`config.mk`:
```
export PLATFORM = sky130hd
export DESIGN_NAME = pc_fetch_unit_flat
export DESIGN_NICKNAME = d
export VERILOG_FILES = /design/src/rtl/pc_fetch_unit_pkg.sv /design/src/rtl/pc_fetch_unit_if.sv /design/src/rtl/pc_fetch_unit_target_calc.sv /design/src/rtl/pc_fetch_unit.sv /design/src/flat_wrapper.sv
export SDC_FILE = /design/constraint.sdc
export NUM_CORES = 1
export LEC_CHECK = 0
export CAP_MARGIN = 5
export CORE_UTILIZATION = 60
export CTS_CLUSTER_DIAMETER = 30
export DETAILED_ROUTE_END_ITERATION = 10
export DONT_BUFFER_PORTS = 1
export PLACE_DENSITY = 0.76
export SLEW_MARGIN = 20
export SYNTH_ARGS = -nofsm -noshare
export SYNTH_HDL_FRONTEND = slang
export SYNTH_SLANG_ARGS = --single-unit
```
`constraint.sdc`:
```
create_clock -name clk -period 4.3 [get_ports clk]
set_input_delay 0.645 -clock clk [delete_from_list [all_inputs] [get_ports clk]]
set_output_delay 0.645 -clock clk [all_outputs]
set_load 0.03 [all_outputs]
```
`src/rtl/pc_fetch_unit_pkg.sv`:
```
// Shared types and constants for the PC / fetch-control stage (package fetch_pkg).
package fetch_pkg;

    localparam int PC_W              = 32;
    localparam int DEFAULT_LAST_ADDR = 16;

    typedef logic [PC_W-1:0] pc_t;

    typedef enum logic {
        REDIR_BRANCH = 1'b0,
        REDIR_JUMP   = 1'b1
    } redir_sel_e;

    function automatic logic addr_in_range(input pc_t addr, input pc_t last_addr);
        return addr <= last_addr;
    endfunction

endpackage

```
`src/rtl/pc_fetch_unit_if.sv`:
```
// Control/fetch bundle between the pipeline controller (master) and the fetch unit (slave).
interface pc_fetch_unit_if #(
    parameter int OFFSET_W = 16
);
    logic                stall_i;
    logic                redirect_i;
    logic                redirect_sel_i;
    logic [OFFSET_W-1:0] branch_offset_i;
    logic [31:0]         jump_target_i;

    logic [31:0]         PC;
    logic [31:0]         fetch_pc_o;
    logic                fetch_valid_o;
    logic                halted_o;
    logic [31:0]         fetch_count_o;
    logic [31:0]         redirect_count_o;

    modport master (
        output stall_i, redirect_i, redirect_sel_i, branch_offset_i, jump_target_i,
        input  PC, fetch_pc_o, fetch_valid_o, halted_o, fetch_count_o, redirect_count_o
    );

    modport slave (
        input  stall_i, redirect_i, redirect_sel_i, branch_offset_i, jump_target_i,
        output PC, fetch_pc_o, fetch_valid_o, halted_o, fetch_count_o, redirect_count_o
    );
endinterface

```
`src/rtl/pc_fetch_unit_target_calc.sv`:
```
// Combinational redirect target: relative branch from the current fetch PC, or absolute jump.
module fetch_target_calc
    import fetch_pkg::*;
#(
    parameter int OFFSET_W = 16
) (
    input  pc_t                 fetch_pc,
    input  logic [OFFSET_W-1:0] branch_offset,
    input  pc_t                 jump_target,
    input  redir_sel_e          redirect_sel,
    output pc_t                 target
);
    pc_t offset_ext;
    pc_t branch_target;

    // Sign-extend, then let the 32-bit add wrap so negative results land far out of range.
    assign offset_ext    = PC_W'(signed'(branch_offset));
    assign branch_target = fetch_pc + pc_t'(1) + offset_ext;
    assign target        = (redirect_sel == REDIR_JUMP) ? jump_target : branch_target;

endmodule

```
`src/rtl/pc_fetch_unit.sv`:
```
// PC and fetch control in front of a 1-cycle synchronous instruction memory.
// Optional perf counters are built when FETCH_PERF_CNT_EN is defined.
module pc_fetch_unit
    import fetch_pkg::*;
#(
    parameter int RESET_PC  = 0,
    parameter int LAST_ADDR = DEFAULT_LAST_ADDR,
    parameter int OFFSET_W  = 16
) (
    input  logic             clk,
    input  logic             rst_n,
    pc_fetch_unit_if.slave   bus
);
    localparam pc_t RESET_ADDR = pc_t'(RESET_PC);
    localparam pc_t LAST       = pc_t'(LAST_ADDR);

    pc_t  pc_q;
    pc_t  fetch_pc_q;
    logic fetch_valid_q;
    logic halted_q;

    pc_t  target;
    pc_t  addr;
    logic addr_ok;
    logic hold;
    logic take_fetch;

    fetch_target_calc #(.OFFSET_W(OFFSET_W)) u_target_calc (
        .fetch_pc      (fetch_pc_q),
        .branch_offset (bus.branch_offset_i),
        .jump_target   (bus.jump_target_i),
        .redirect_sel  (redir_sel_e'(bus.redirect_sel_i)),
        .target        (target)
    );

    always_comb begin
        // NOTE: default assignment first so every path drives addr and no latch is inferred.
        addr = pc_q;
        if (bus.redirect_i) begin
            addr = target;
        end else if (bus.stall_i && fetch_valid_q) begin
            addr = fetch_pc_q;
        end
    end

    assign addr_ok    = addr_in_range(addr, LAST);
    assign hold       = !bus.redirect_i && (halted_q || bus.stall_i);
    assign take_fetch = !hold && addr_ok;

    // Memory must see the reset PC the moment reset asserts, not just after the next edge.
    assign bus.PC = rst_n ? addr : pc_q;

    always_ff @(posedge clk or negedge rst_n) begin
        if (!rst_n) begin
            pc_q          <= RESET_ADDR;
            fetch_pc_q    <= '0;
            fetch_valid_q <= 1'b0;
            halted_q      <= 1'b0;
        end else if (!hold) begin
            // NOTE: non-blocking assignments so every flop updates from pre-edge values.
            if (addr_ok) begin
                fetch_pc_q    <= addr;
                fetch_valid_q <= 1'b1;
                pc_q          <= addr + pc_t'(1);
                halted_q      <= 1'b0;
            end else begin
                fetch_valid_q <= 1'b0;
                halted_q      <= 1'b1;
                pc_q          <= addr;
            end
        end
    end

    assign bus.fetch_pc_o    = fetch_pc_q;
    assign bus.fetch_valid_o = fetch_valid_q;
    assign bus.halted_o      = halted_q;

`ifdef FETCH_PERF_CNT_EN
    logic [31:0] fetch_cnt_q;
    logic [31:0] redir_cnt_q;

    always_ff @(posedge clk or negedge rst_n) begin
        if (!rst_n) begin
            fetch_cnt_q <= '0;
            redir_cnt_q <= '0;
        end else begin
            if (take_fetch && (fetch_cnt_q != '1)) begin
                fetch_cnt_q <= fetch_cnt_q + 32'd1;
            end
            if (bus.redirect_i && !halted_q && (redir_cnt_q != '1)) begin
                redir_cnt_q <= redir_cnt_q + 32'd1;
            end
        end
    end

    assign bus.fetch_count_o    = fetch_cnt_q;
    assign bus.redirect_count_o = redir_cnt_q;
`else
    logic unused_take_fetch;
    assign unused_take_fetch    = take_fetch;
    assign bus.fetch_count_o    = '0;
    assign bus.redirect_count_o = '0;
`endif

endmodule

```
`src/flat_wrapper.sv`:
```
// flat-port wrapper written by rule: the top's interface ports become plain ports
module pc_fetch_unit_flat import fetch_pkg::*;
#(
    parameter int RESET_PC  = 0,
    parameter int LAST_ADDR = DEFAULT_LAST_ADDR,
    parameter int OFFSET_W  = 16
)
  (clk, rst_n, bus_stall_i, bus_redirect_i, bus_redirect_sel_i, bus_branch_offset_i, bus_jump_target_i, bus_PC, bus_fetch_pc_o, bus_fetch_valid_o, bus_halted_o, bus_fetch_count_o, bus_redirect_count_o);
  pc_fetch_unit_if #(.OFFSET_W(OFFSET_W)) bus_i ();
  input  logic clk;
  input  logic rst_n;
  input wire logic [$bits(bus_i.stall_i)-1:0] bus_stall_i;
  input wire logic [$bits(bus_i.redirect_i)-1:0] bus_redirect_i;
  input wire logic [$bits(bus_i.redirect_sel_i)-1:0] bus_redirect_sel_i;
  input wire logic [$bits(bus_i.branch_offset_i)-1:0] bus_branch_offset_i;
  input wire logic [$bits(bus_i.jump_target_i)-1:0] bus_jump_target_i;
  output wire logic [$bits(bus_i.PC)-1:0] bus_PC;
  output wire logic [$bits(bus_i.fetch_pc_o)-1:0] bus_fetch_pc_o;
  output wire logic [$bits(bus_i.fetch_valid_o)-1:0] bus_fetch_valid_o;
  output wire logic [$bits(bus_i.halted_o)-1:0] bus_halted_o;
  output wire logic [$bits(bus_i.fetch_count_o)-1:0] bus_fetch_count_o;
  output wire logic [$bits(bus_i.redirect_count_o)-1:0] bus_redirect_count_o;
  assign bus_i.stall_i = bus_stall_i;
  assign bus_i.redirect_i = bus_redirect_i;
  assign bus_i.redirect_sel_i = bus_redirect_sel_i;
  assign bus_i.branch_offset_i = bus_branch_offset_i;
  assign bus_i.jump_target_i = bus_jump_target_i;
  assign bus_PC = bus_i.PC;
  assign bus_fetch_pc_o = bus_i.fetch_pc_o;
  assign bus_fetch_valid_o = bus_i.fetch_valid_o;
  assign bus_halted_o = bus_i.halted_o;
  assign bus_fetch_count_o = bus_i.fetch_count_o;
  assign bus_redirect_count_o = bus_i.redirect_count_o;
  pc_fetch_unit #(.RESET_PC(RESET_PC), .LAST_ADDR(LAST_ADDR), .OFFSET_W(OFFSET_W)) u_core (.clk(clk), .rst_n(rst_n), .bus(bus_i));
endmodule
```
==> key figures, run 1 <==
Outcome
  – Outcome: complete, no violations

Timing
  – Max_slew headroom: 33.8%
  – Slew @ Worst Pin: 0.983 ns
  – Period utilization: 97.8%
  – Hold Vio Cnt, Final: 0
  – Highest Clock Rate: 0.238 GHz
  – Final min period: 4.21 ns
  – Slew Limit Fails: 0
  – Finish-stage setup viols: 0
  – Setup Skew: 0.0126 ns

Global routing
  – Initial antenna violation count: 0
  – Gr ovfl total: 0
  – Tot GR Track Use: 36.1%
  – First-pass GRT wire length: 31000 µm
  – Largest net degree at the start of global routing: 67
  – Vias in the first global route: 5911

Routing
  – Detail Route Antenna Nets: 0
  – Drt via density: 6.28
  – Routed wire length: 20200 µm
  – Routed wire per std cell: 20.7 µm
  – Number of detailed-route iterations in the first pass: 5
  – Initial DRC count: 491
  – DRC: 0
  – Vias after detailed routing: 6139

Final layout
  – Final Non-Filler Cells: 978
  – Inserted Diodes: 0
  – Final nets: 924
  – Fin util: 68.8%
  – Share of layout cells above drive strength 1: 21.3%
  – P&R area growth vs syn: 11.2%

Worst setup path
  – CP max-delay cell: or4_4
  – Cell Chain, Critical Path: inv_2 -> ha_4 -> inv_2 -> fa_2 -> a21o_1 -> a221o_1 -> a21oi_2 -> mux2i_1 -> nor3_2 -> or3_4 -> or4_4 -> nor4_4 -> nand4_2 -> nor2_4 -> mux2_4
  – Cell mode on critical path: inv_2
  – Critical path arrival: 4.46 ns
  – Critical Path RT: 4.56 ns
  – Reg2Reg Depth: 15
  – Critical path's top delay family: simple AND/OR/NAND/NOR gates
  – Worst setup SP type: flip-flop
  – Critical Path Fanout Max: 7
  – Worst path bufs/invs: 2
  – Crit-path max cell delay: 0.45 ns
  – Crit path kind: flip-flop to flip-flop
  – Crit end category: flip-flop
  – Crit path depth: 15

Power and ir drop
  – Peak VDD IR: 0.000180 V
  – P_leak: 3.39 nW
  – Pwr Density: 273 mW/mm²
  – Tot Pwr: 0.00194 W

Clock network
  – Worst skew pair latency: 0.37 ns
  – Clock slew at reported path FFs: 0.08 ns
  – Max Root-Sink Buffers: 2
  – Sink Count: 66
  – H-tree Lvls: 3
  – Total CTS buffers: 9
  – Clk root buf: clkbuf_8
  – CTS tree: done

Hold path
  – Hold Path Class: primary input to asynchronous set/reset pin

Synth
  – Ys flop type: dfrtp_1
  – Most common cell in the netlist: nand2_1
  – EDFF count, synth: 0
  – Syn avg cell area: 8.06 µm²
  – Synth Warn #: 0
  – Synth top area share: 25.8%
  – Mapped cell area: 0.00639 mm²
  – Post-synth ARST share: 100%
  – Synth area leaders: dfrtp_1 26%, mux2_2 8.5%, buf_4 7.5%
  – Post-synth cell types: 72
  – Cell type with the largest total area after synthesis: dfrtp_1
  – Synth top cells by count: 102 x nand2_1, 66 x dfrtp_1, 64 x buf_4
  – Share of the yosys chip area belonging to registers: 25.8%
  – #FFs+latches synth: 66
  – Mapped Cells: 793

Place
  – Port Buffer Count: 0
  – Post-detail-place hpwl: 14800 µm
  – DP Cell Count: 957
  – GPL Wtd Cong: 0.987

Flow run
  – MaxCap Viol Count: 0

Floorplanning
  – Die Y: 105 µm
  – Ports: 183
  – Initial Utilization: 61.9%
  – Die area: 0.0111 mm²
  – Core ar.: 0.0103 mm²
  – Row Count: 37
  – Die X: 105 µm
## routing by layer
layer / track usage (%) / routed length (µm) / vias to the layer above
met5: 0 / 0 / -
met4: 14.5 / 565 / 0
li1: - / - / 2823
met1: 47.7 / 8330 / 2891
met3: 8.55 / 2190 / 45
met2: 56.6 / 9140 / 380
## layout make-up
class | count | area, µm²
Tap cell | 136 | 170
Multi-Input combinational cell | 660 | 4350
Inverter | 20 | 75.1
Timing Repair Buffer | 80 | 624
Fill cell | 858 | 3220
Clock buffer | 12 | 155
Clock inverter | 4 | 73.8
Sequential cell | 66 | 1650
## cell usage in the layout (no fill, tap or decap), types with 7 or more instances in the layout
cell type  instances
buf_4             78
nand2_1          102
a211oi_1           9
o21a_1             7
mux2_4             7
nor3_1            10
inv_1             18
conb_1            64
ha_1              32
nor2b_1           30
nor2_1            49
xnor2_1           10
nand4_1           11
a21o_1            11
mux2i_1           16
nand3_1           16
and3_1            12
o21ai_0           39
dfrtp_1           66
a21oi_1           58
mux2_2            45
o22ai_1           19
a31oi_1            9
clkbuf_8          11
## timing repair
item / 4_1_cts / 5_1_grt
hold buffers: 1 / 0
pin swaps: 1 / 12
hold endpoints to repair: 66 / 0
endpoints found under the setup margin: 3 / 44
resized for setup: 2 / 25
buffers inserted: 0 / 4
## stage by stage
| step | hold WS (ns) | worst slack, ns | area, µm² | TNS, ns |
|---|---|---|---|---|
| finish | 0.164 | 0.0944 | 7100 | 0 |
| global route | 0.177 | -0.0203 | 7100 | -0.154 |
| CTS | 0.176 | 0.00217 | 6960 | 0 |
| detailed placement | 0.351 | -0.123 | 6690 | -2.53 |
| global placement | 0.351 | -0.0411 | 6690 | -0.645 |
| floorplan | 0.349 | 0.0156 | 6630 | 0 |
## registers in the layout, summed over array words and instances (netlist names)
name                      count
u_core.bus.halted_o           1
u_core.bus.fetch_valid_o      1
u_core.pc_q                  32
u_core.bus.fetch_pc_o        32
## power breakdown
part           switching [W]  leakage [nW]  internal, W  total (W)
combinational       0.000412          2.43     0.000204   0.000617
clock               0.000268         0.117     0.000359   0.000626
sequential         0.0000356         0.842     0.000664   0.000699
## kinds of logic after synthesis
logic type / count (synthesis) / share of synthesized area (%)
simple gates: 274 / 21.5
compound gates: 206 / 20.6
buf+inv: 130 / 11.7
mux: 68 / 11.7
flops: 66 / 25.8
fa+ha+maj: 34 / 6.78
xor+xnor: 14 / 1.92
other cells: 1 / 0.0587
## path summary, 6_finish.rpt
| check | start | slack [ns] | end |
|---|---|---|---|
| worst max register to register | u_core.bus.fetch_pc_o[0] | 0.09 | u_core.bus.fetch_pc_o[4] |
| worst max-delay path | u_core.bus.fetch_pc_o[0] | 0.09 | u_core.bus.fetch_pc_o[4] |
| worst min-delay path | rst_n | 0.16 | u_core.pc_q[16] |
| worst min register to register | u_core.pc_q[18] | 0.49 | u_core.pc_q[18] |
| min in group clk | u_core.pc_q[18] | 0.49 | u_core.pc_q[18] |
| max in group asynchronous | rst_n | 3.85 | u_core.pc_q[20] |
Power figures use the tool's default switching activity.
==> run 2: changes to the inputs <==
- SETUP_SLACK_MARGIN: default -> 0.3
==> key figures, run 2 (synthesis gave the netlist of run 1 again) <==
Outcome
  – Outcome: complete, no violations (unchanged)

Place
  – Pre-CTS setup slack: -0.0914 ns (was -0.123 ns)
  – GPL Wtd Cong: 1.00 (was 0.987)
  – Post-detail-place hpwl: 14800 µm (about the same)
  – Dpl cell area: 0.00662 mm² (was 0.00669 mm²)
  – DP Cell Count: 943 (was 957)
  – Port Buffer Count: 0 (unchanged)

Timing
  – Final worst-path setup slack: 0.149 ns (was 0.0944 ns)
  – Final min period: 4.15 ns (was 4.21 ns)
  – Hold Vio Cnt, Final: 0 (unchanged)
  – RSZ-0062 raised after global routing: true
  – Period utilization: 96.5% (was 97.8%)
  – Slew Limit Fails: 0 (unchanged)
  – Highest Clock Rate: 0.241 GHz (was 0.238 GHz)
  – Setup Skew: 0.00867 ns (was 0.0126 ns)
  – Finish-stage setup viols: 0 (unchanged)
  – Slew @ Worst Pin: 0.956 ns (was 0.983 ns)
  – Sum Neg Setup Slack: 0 ns (unchanged)
  – Max_slew headroom: 35.6% (was 33.8%)

Global routing
  – Largest net degree at the start of global routing: 67 (unchanged)
  – Gr ovfl total: 0 (unchanged)
  – Tot GR Track Use: 38.1% (was 36.1%)
  – First-pass GRT wire length: 32300 µm (was 31000 µm)
  – Initial antenna violation count: 0 (unchanged)
  – Vias in the first global route: 6030 (was 5911)

Routing
  – Routed wl met2: 9740 µm (was 9140 µm)
  – DRT met1 WL: 8850 µm (was 8330 µm)
  – Highest routed layer: met4 (unchanged)
  – Metal3 WL: 1890 µm (was 2190 µm)
  – Number of detailed-route iterations in the first pass: 5 (unchanged)
  – DRC: 0 (unchanged)
  – Routed wire per std cell: 21.8 µm (was 20.7 µm)
  – Drt via density: 6.42 (was 6.28)
  – Routed wire length: 21200 µm (was 20200 µm)
  – Detail Route Antenna Nets: 0 (unchanged)
  – Initial DRC count: 556 (was 491)
  – Vias after detailed routing: 6232 (was 6139)

Worst setup path
  – Critical Path RT: 4.56 ns (about the same)
  – Critical path arrival: 4.41 ns (was 4.46 ns)
  – Crit end category: flip-flop (unchanged)
  – CP max-delay cell: or4_4 (unchanged)
  – Cell mode on critical path: inv_2 (unchanged)
  – Crit path kind: flip-flop to flip-flop (unchanged)
  – Cell Chain, Critical Path: inv_2 -> ha_4 -> inv_2 -> fa_2 -> a21o_1 -> a221o_1 -> a21oi_2 -> mux2i_1 -> nor3_2 -> or3_4 -> or4_4 -> nor4_4 -> nand4_2 -> nor2_4 -> buf_6 -> mux2_4 (was inv_2 -> ha_4 -> inv_2 -> fa_2 -> a21o_1 -> a221o_1 -> a21oi_2 -> mux2i_1 -> nor3_2 -> or3_4 -> or4_4 -> nor4_4 -> nand4_2 -> nor2_4 -> mux2_4)
  – Crit-path max cell delay: 0.46 ns (was 0.45 ns)
  – Worst setup SP type: flip-flop (unchanged)
  – Critical Path Fanout Max: 3 (was 7)

Clock network
  – Worst skew pair latency: 0.37 ns (about the same)
  – Max Root-Sink Buffers: 2 (unchanged)
  – Clock slew at reported path FFs: 0.08 ns (about the same)
  – Total CTS buffers: 9 (unchanged)
  – Clk root buf: clkbuf_8 (unchanged)
  – H-tree Lvls: 3 (unchanged)
  – CTS tree: done (unchanged)
  – Sink Count: 66 (unchanged)

Flow run
  – MaxCap Viol Count: 0 (unchanged)

Final layout
  – Share of layout cells above drive strength 1: 22.0% (was 21.3%)
  – Final Non-Filler Cells: 971 (was 978)
  – Commonest cells after routing, fill and taps aside: 102 x nand2_1, 70 x buf_4, 66 x dfrtp_1 (was 102 x nand2_1, 78 x buf_4, 66 x dfrtp_1)
  – P&R area growth vs syn: 10.7% (was 11.2%)
  – Most common cell after layout, fill and taps aside: nand2_1 (unchanged)
  – FILL cells: 857 (was 858)
  – Final nets: 918 (was 924)
  – Inserted Diodes: 0 (unchanged)
  – Final instance area: 0.00707 mm² (was 0.00710 mm²)

Power and ir drop
  – Pwr Density: 261 mW/mm² (was 273 mW/mm²)
  – Clock Power Share: 29.1% (was 32.2%)
  – Power share of the sequential group: 37.9% (was 36.0%)
  – Peak VDD IR: 0.000206 V (was 0.000180 V)
  – Comb pwr share: 33.0% (was 31.8%)
  – Tot Pwr: 0.00185 W (was 0.00194 W)
  – Cell Int Power: 0.00114 W (was 0.00123 W)
  – Switch share: 38.4% (was 36.8%)
  – P_leak: 3.34 nW (was 3.39 nW)
  – NetSw: 0.000710 W (was 0.000716 W)

Floorplanning
  – Ports: 183 (unchanged)
  – Core ar.: 0.0103 mm² (unchanged)
  – Die Y: 105 µm (unchanged)
  – Initial Utilization: 61.9% (unchanged)
  – Die X: 105 µm (unchanged)
  – Die area: 0.0111 mm² (unchanged)
  – Row Count: 37 (unchanged)

Hold path
  – Hold Path Class: primary input to asynchronous set/reset pin (unchanged)
[run 2: changes by cell type in the layout (fill, tap and decap cells not counted), moves of 2 or more]
cell and delta:
and4_2 +2, buf_4 -8, nor4_1 -2, a211oi_1 -2, a211oi_2 +2, ha_1 -2, ha_2 +2, nor4_2 +2
and4_1 -2
[run 2: power by group through the flow]
stage | clock network [W] | registers, W | logic [W]
CTS | 0.000539 | 0.000697 | 0.000591
global route | 0.000563 | 0.000704 | 0.000649
floorplan | 0 | 0.000698 | 0.000517
finish | 0.000538 | 0.000700 | 0.000609
global placement | 0 | 0.000705 | 0.000557
detailed placement | 0 | 0.000709 | 0.000563
[run 2: layout make-up]
class / count / area (µm²) / share of cell area (%)
repair buffers: 74 / 596 / 8.42
flip-flops and latches: 66 / 1650 / 23.3
multi-input cells: 660 / 4400 / 62.2
clock buffers: 12 / 145 / 2.05
well taps: 136 / 170 / 2.41
clock inverters: 3 / 40.0 / 0.566
inverters: 20 / 75.1 / 1.06
[run 2: path summary, 6_finish.rpt]
path | slack, ns | to | startpoint | cells after the start
worst max-delay path | 0.15 | u_core.bus.fetch_pc_o[2] | u_core.bus.fetch_pc_o[0] | 16
worst min register to register | 0.50 | u_core.pc_q[16] | u_core.pc_q[16] | 2
min in group clk | 0.50 | u_core.pc_q[16] | u_core.pc_q[16] | 2
max in group asynchronous | 3.84 | u_core.pc_q[21] | rst_n | 1
worst max register to register | 0.15 | u_core.bus.fetch_pc_o[2] | u_core.bus.fetch_pc_o[0] | 16
worst min-delay path | 0.15 | u_core.pc_q[12] | rst_n | 1
[run 2: through the flow]
stage	hold slack [ns]	util, %
2_1_floorplan	0.349	-
3_3_place_gp	0.351	64.1
3_5_place_dp	0.351	64.1
4_1_cts	0.167	67.4
5_1_grt	0.177	68.5
6_report	0.147	68.5
[run 2: worst max-delay path: cells and delay by family (launching register included)]
| kind | cells | cell delay [ns] |
|---|---|---|
| buffers and inverters | 3 | 0.26 |
| multiplexers | 2 | 0.55 |
| AO/OA/AOI/OAI | 3 | 0.82 |
| AND/OR/NAND/NOR | 6 | 1.51 |
| adder cells (fa/ha/maj) | 2 | 0.48 |
| flip-flops | 1 | 0.40 |
[run 2: metal layers]
metal | vias to the layer above | track usage [%]
li1 | 2808 | -
met1 | 2983 | 51.7
met2 | 383 | 59.0
met3 | 58 | 7.36
met4 | 0 | 16.3
met5 | - | 0
[run 2: timing repair]
| action | CTS | global route |
|---|---|---|
| hold buffers | 1 | 0 |
| setup endpoints to repair | 46 | 51 |
| buffers inserted | 7 | 5 |
| hold endpoints to repair | 66 | 0 |
| resized for setup | 21 | 19 |
| pin swaps | 9 | 12 |
